File: src/rtl/risc16_control_fsm.sv
// Multi-cycle RiSC-16 controller: owns pc/ir and sequences FETCH/DECODE/EXEC/MEM/WB
// over a single shared req/ack memory port, driving register-file and ALU controls.
module risc16_control_fsm #(
  parameter logic [15:0] RESET_PC = 16'h0000
) (
  input  logic        clk,
  input  logic        rst_n,
  input  logic [15:0] mem_rdata,
  input  logic        mem_ack,
  input  logic        alu_eq,
  input  logic [15:0] reg_out1,
  output logic        mem_req,
  output logic        mem_we,
  output logic        mem_addr_sel,
  output logic [15:0] pc,
  output logic [15:0] ir,
  output logic [2:0]  rA,
  output logic [2:0]  rB,
  output logic [2:0]  rC,
  output logic        MUX_rf,
  output logic [1:0]  MUX_tgt,
  output logic        WE_rf,
  output logic [1:0]  alu_op,
  output logic        alu_src,
  output logic [15:0] imm,
  output logic        halted
);

  // Memory handshake: mem_req rises in FETCH/MEM and stays high until the cycle
  // mem_ack=1 is sampled; mem_ack is ignored whenever mem_req is low.
  localparam logic [2:0] OP_ADD  = 3'b000;
  localparam logic [2:0] OP_ADDI = 3'b001;
  localparam logic [2:0] OP_NAND = 3'b010;
  localparam logic [2:0] OP_LUI  = 3'b011;
  localparam logic [2:0] OP_SW   = 3'b100;
  localparam logic [2:0] OP_LW   = 3'b101;
  localparam logic [2:0] OP_BEQ  = 3'b110;
  localparam logic [2:0] OP_JALR = 3'b111;

  typedef enum logic [2:0] {
    S_BOOT, S_FETCH, S_DECODE, S_EXEC, S_MEM, S_WB, S_HALT
  } state_t;

  state_t      state, state_nxt;
  logic [15:0] pc_nxt, ir_nxt;
  logic [15:0] pc_inc, imm7_sext;
  logic [2:0]  opcode;

  assign opcode    = ir[15:13];
  assign pc_inc    = pc + 16'd1;
  assign imm7_sext = {{9{ir[6]}}, ir[6:0]};

  // Decode fields follow ir directly, so they stay constant from DECODE to the end of the instruction.
  assign rA      = ir[12:10];
  assign rB      = ir[9:7];
  assign rC      = ir[2:0];
  assign imm     = (opcode == OP_LUI) ? {ir[9:0], 6'b0} : imm7_sext;
  assign MUX_rf  = (opcode == OP_SW) || (opcode == OP_BEQ);
  assign alu_src = (opcode == OP_ADDI) || (opcode == OP_LW) ||
                   (opcode == OP_SW)   || (opcode == OP_LUI);
  assign alu_op  = (opcode == OP_NAND) ? 2'b01 :
                   (opcode == OP_LUI)  ? 2'b10 : 2'b00;
  assign halted  = (state == S_HALT);

  always_ff @(posedge clk or negedge rst_n) begin
    if (!rst_n) begin
      state <= S_BOOT;
      pc    <= RESET_PC;
      ir    <= 16'h0000;
    end else begin
      state <= state_nxt;
      pc    <= pc_nxt;
      ir    <= ir_nxt;
    end
  end

  always_comb begin
    state_nxt    = state;
    pc_nxt       = pc;
    ir_nxt       = ir;
    mem_req      = 1'b0;
    mem_we       = 1'b0;
    mem_addr_sel = 1'b0;
    WE_rf        = 1'b0;
    MUX_tgt      = 2'b00;
    case (state)
      S_BOOT:   state_nxt = S_FETCH;
      S_FETCH: begin
        mem_req = 1'b1;
        if (mem_ack) begin
          ir_nxt    = mem_rdata;
          state_nxt = S_DECODE;
        end
      end
      S_DECODE: state_nxt = S_EXEC;
      S_EXEC: begin
        case (opcode)
          OP_SW, OP_LW: state_nxt = S_MEM;
          OP_BEQ: begin
            state_nxt = S_FETCH;
            pc_nxt    = alu_eq ? (pc_inc + imm7_sext) : pc_inc;
          end
          OP_JALR:  state_nxt = (ir[6:0] == 7'd0) ? S_WB : S_HALT;
          default:  state_nxt = S_WB;
        endcase
      end
      S_MEM: begin
        mem_req      = 1'b1;
        mem_addr_sel = 1'b1;
        mem_we       = (opcode == OP_SW);
        if (mem_ack) begin
          pc_nxt    = pc_inc;
          state_nxt = S_FETCH;
          // Load data is only valid in the ack cycle, so the write is a single combinational pulse.
          WE_rf     = (opcode == OP_LW);
        end
      end
      S_WB: begin
        WE_rf     = 1'b1;
        MUX_tgt   = (opcode == OP_JALR) ? 2'b10 : 2'b01;
        pc_nxt    = (opcode == OP_JALR) ? reg_out1 : pc_inc;
        state_nxt = S_FETCH;
      end
      S_HALT:   state_nxt = S_HALT;
      default:  state_nxt = S_BOOT;
    endcase
  end

endmodule

File: config.mk
export PLATFORM = sky130hd
export DESIGN_NAME = risc16_control_fsm
export DESIGN_NICKNAME = d
export VERILOG_FILES = /design/src/rtl/risc16_control_fsm.sv
export SDC_FILE = /design/constraint.sdc
export NUM_CORES = 1
export LEC_CHECK = 0
export ABC_AREA = 1
export ABC_CLOCK_PERIOD_IN_PS = 6820
export BUFFER_PORTS_ARGS = -buffer_cell sky130_fd_sc_hd__buf_2
export CORE_AREA = 2 2 101 93
export DETAILED_ROUTE_END_ITERATION = 10
export DIE_AREA = 0 0 103 95
export PLACE_DENSITY_LB_ADDON = 0.08
export REMOVE_ABC_BUFFERS = 1
export SKIP_CTS_REPAIR_TIMING = 1
export SLEW_MARGIN = 15
export SYNTH_ARGS = -nofsm -noshare
export SYNTH_HDL_FRONTEND = slang
export SYNTH_SLANG_ARGS = --single-unit
File: constraint.sdc
create_clock -name clk -period 6.82 [get_ports clk]
set_clock_uncertainty 0.15 [all_clocks]
set_input_delay 0.682 -clock clk [delete_from_list [all_inputs] [get_ports clk]]
set_output_delay 0.682 -clock clk [all_outputs]
set_load 0.03 [all_outputs]
==> results.md <==
Outcome:
- The run finished with clean final reports.

Layout:
- In the final layout, the share of cells above drive strength 1 is 0.233.
- The finished cells cover 0.00404 mm2.
- The layout overhead on the synthesized area is 18.6%.
- Summing all multi-input logic gate instances after layout gives 0.00211 mm2.
- The net count of the finished layout is 672.
- The diode insertion count for antenna repair is 0.
- The sequential cell area is 876 um2.
- The layout has 979 filler cells.

Placement:
- Summing all placed instances gives a cell area of 0.00394 mm2.
- The estimated wirelength of the detail-placed design is 8140 um.
- The placer congestion estimate is 0.880.
- The port buffer count is 103.

Timing:
- The hold violation count in the final report is 0.
- The worst pin sits at a relative slew slack of 0.338.
- Dividing the final minimum period by the clock period gives 0.447.
- Derived from the worst setup path, the maximum achievable clock frequency is 0.328 GHz.
- The max-slew violation count is 0.
- The smallest clock period supported by the final layout is computed as 3.05 ns.
- The final sum of negative setup slack is 0 ns.
- The slew at the pin closest to its max-slew limit is 0.990 ns.
- The count of endpoints failing setup in the final report is 0.
- Setup repair after global routing left no endpoint under its margin.

Global routing:
- The global-route total usage across every layer is 0.219.
- The pin count of the biggest net entering global routing is 36.
- The via count of the first global-routing pass is 3455.
- The first global-routing pass estimated 16700 um of wire.
- The total grt overflow is 0.
- The initial antenna violation count is 0.

CTS:
- The later pin in the worst-skew pair is clocked with a latency of 0.29 ns.
- The clock edge transition at the registers on the reported setup and hold paths is 0.08 ns.
- The tree built by TritonCTS fans out to 35 sinks.
- The library cell used as clock root buffer is clkbuf_8.
- The clock passes through at most 2 buffers.
- The CTS tree is done.
- In this run the number of H-tree levels came out at 2.
- The number of clock buffers added by TritonCTS is 5.

Synth:
- The simple-gate area share of the yosys netlist is 0.333.
- Counting flops with an async set or reset pin after synthesis yields a share of 1.00.
- The predominant post-synthesis flop cell is dfrtp_1.
- The synthesized netlist contains 42 unique library cells.
- The compound-cell area share of the yosys netlist is 0.152.
- The post-synthesis xor/xnor area fraction is 0.0356.
- The synthesized design contains 35 register bits.
- The synthesized netlist occupies a cell area of 0.00341 mm2.
- Yosys mapped a number of flops with a built-in enable equal to 0.
- A synthesized cell averages 6.49 um2.
- The cell count after synthesis came out at 525.
- After synthesis, the largest family of logic cells by area is simple AND/OR/NAND/NOR gates.
- Of the total synthesized cell area, the portion taken by full adders, half adders and majority gates is 0.0757.
- The yosys synthesis warning count is 0.
- The share of the Yosys chip area taken by registers is 0.257.
- The post-synthesis mux area share is 0.0231.

Route:
- For this run, design rule violations remaining after detail routing come to 0.
- In this run the remaining antenna-violating nets after routing total 0.
- The average vias per placed instance is 4.97.
- The wire length after detailed routing is 10500 um.
- The final route contains 3672 vias.
- After detailed routing, the average wire length per cell comes to 14.3 um.
- The initial DRC count is 119.
- The first-pass detailed-route iteration total is 4.

Worst setup path:
- The critical path in this run is classified as flop to flop.
- The startpoint identified for the worst register-to-register timing path is pc[0]$_DFFE_PN0P_.
- The data required time of the worst path is 6.86 ns.
- The data arrival time of the critical path is 3.09 ns.
- The worst setup path is captured at a flop.
- The launch point of the critical path is pc[0]$_DFFE_PN0P_.
- The worst setup path is launched from a flop.
- In this run the worst path has a maximum fanout of 6.

Worst hold path:
- The path class of the tightest hold or removal check is primary input to async pin.

Power:
- Across the VDD grid, the largest voltage drop is 55.3 uV.
- The leakage power total is 0.00221 uW.
- In this run the power density over the cells is 99.4 mW/mm2.

Floorplan:
- The floorplan step defined a core boundary enclosing 0.00884 mm2.
- Pin placement for this block handled 104 I/O pins.
- From left edge to right edge, the die measures 103 um.
- Measured along the y axis, the die boundary spans 95 um.
- The starting density of the core is 0.386.
- The die area is 0.00979 mm2.
- The floorplan row count is 33.

Run:
- The tool flagged a number of max-cap violations equal to 0.
[cells in the mapped netlist (all sizes together), types with 5 or more instances]
cell type / n / area [um2]
a21oi: 45 / 225
ha: 19 / 238
nand3: 34 / 190
nor3: 6 / 35.0
nand2: 145 / 564
dfrtp: 35 / 876
o21ai: 24 / 124
o211ai: 5 / 51.3
buf: 17 / 129
xor2: 11 / 104
inv: 73 / 277
nor2: 72 / 288
mux2: 7 / 78.8
[cells by family after synthesis]
| kind of cell | count (synthesis) |
|---|---|
| and+or+nand+nor | 266 |
| buffers and inverters | 94 |
| AOI/OAI and AO/OA | 90 |
| DFF | 35 |
| adders and majority gates | 20 |
| xor gates and xnor gates | 13 |
| muxes | 7 |
[report_power, final]
part	switching, uW	total [uW]	internal [uW]
Sequential	0	207	207
Clock	88.5	171	82.6
Combinational	13.6	23.4	9.81
Total	102	402	300
[sequential cells by signal (all words and copies together) (netlist names)]
name,flops
pc,16
ir,16
state,3
[layout by cell type, fill, tap and decap left out, types with 5 or more instances in the layout]
cell,n
buf_2,103
clkbuf_8,6
nand3_1,30
nor2_1,67
a21oi_1,45
o21ai_0,17
nor3_1,5
ha_1,19
nand2_1,137
mux2_2,7
o21ai_1,6
dfrtp_1,35
inv_1,69
nand2_2,8
xor2_1,10
[worst max-delay path, stage by stage (launching register included)]
cell,delay (ns)
dfrtp_1,0.45
ha_1,0.22
nand2_1,0.10
nor2_2,0.20
nand2_1,0.14
xor2_1,0.27
inv_1,0.08
ha_1,0.37
nand2_1,0.13
nor2_1,0.12
nand3b_1,0.09
nand2_1,0.14
nand2_1,0.07
nand2_1,0.10
nand3_1,0.08
nand3_1,0.09
nand2_1,0.05
nand2_1,0.05
nand2_1,0.05
[final cells by class]
| type | count | area share |
|---|---|---|
| clock buffers | 6 | 0.0204 |
| clock inverters | 2 | 0.00402 |
| inverters | 74 | 0.0693 |
| multi-input cells | 396 | 0.522 |
| flip-flops and latches | 35 | 0.217 |
| well taps | 122 | 0.0378 |
| repair buffers | 104 | 0.129 |
[stage by stage]
step	std cells	hold slack, ns	total power (uW)	utilization	setup WS [ns]
3_3_place_gp	731	0.350	236	0.446	3.87
3_5_place_dp	731	0.365	236	0.446	3.81
5_1_grt	739	0.398	422	0.457	3.44
6_report	739	0.340	402	0.457	3.77
4_1_cts	739	0.384	409	0.457	3.77
2_1_floorplan	505	0.236	217	-	4.02
[worst paths after layout]
kind | depth (start not counted) | end | slack (ns)
min in group clk | 1 | ir[12]$_DFFE_PN0P_ | 0.37
worst min register to register | 1 | ir[12]$_DFFE_PN0P_ | 0.37
worst min-delay path | 1 | pc[13]$_DFFE_PN0P_ | 0.34
max in group asynchronous | 1 | state[1]$_DFFE_PN0P_ | 5.62
worst max register to register | 18 | pc[15]$_DFFE_PN0P_ | 3.77
worst max-delay path | 18 | pc[15]$_DFFE_PN0P_ | 3.77
[routing by layer]
metal | track usage | up-vias | routed length, um
li1 | - | 1861 | -
met1 | 0.289 | 1673 | 4840
met2 | 0.370 | 124 | 4830
met3 | 0.0415 | 14 | 689
met4 | 0.0526 | 0 | 179
met5 | 0 | - | 0
No activity file was read; power rests on OpenSTA's default activity.
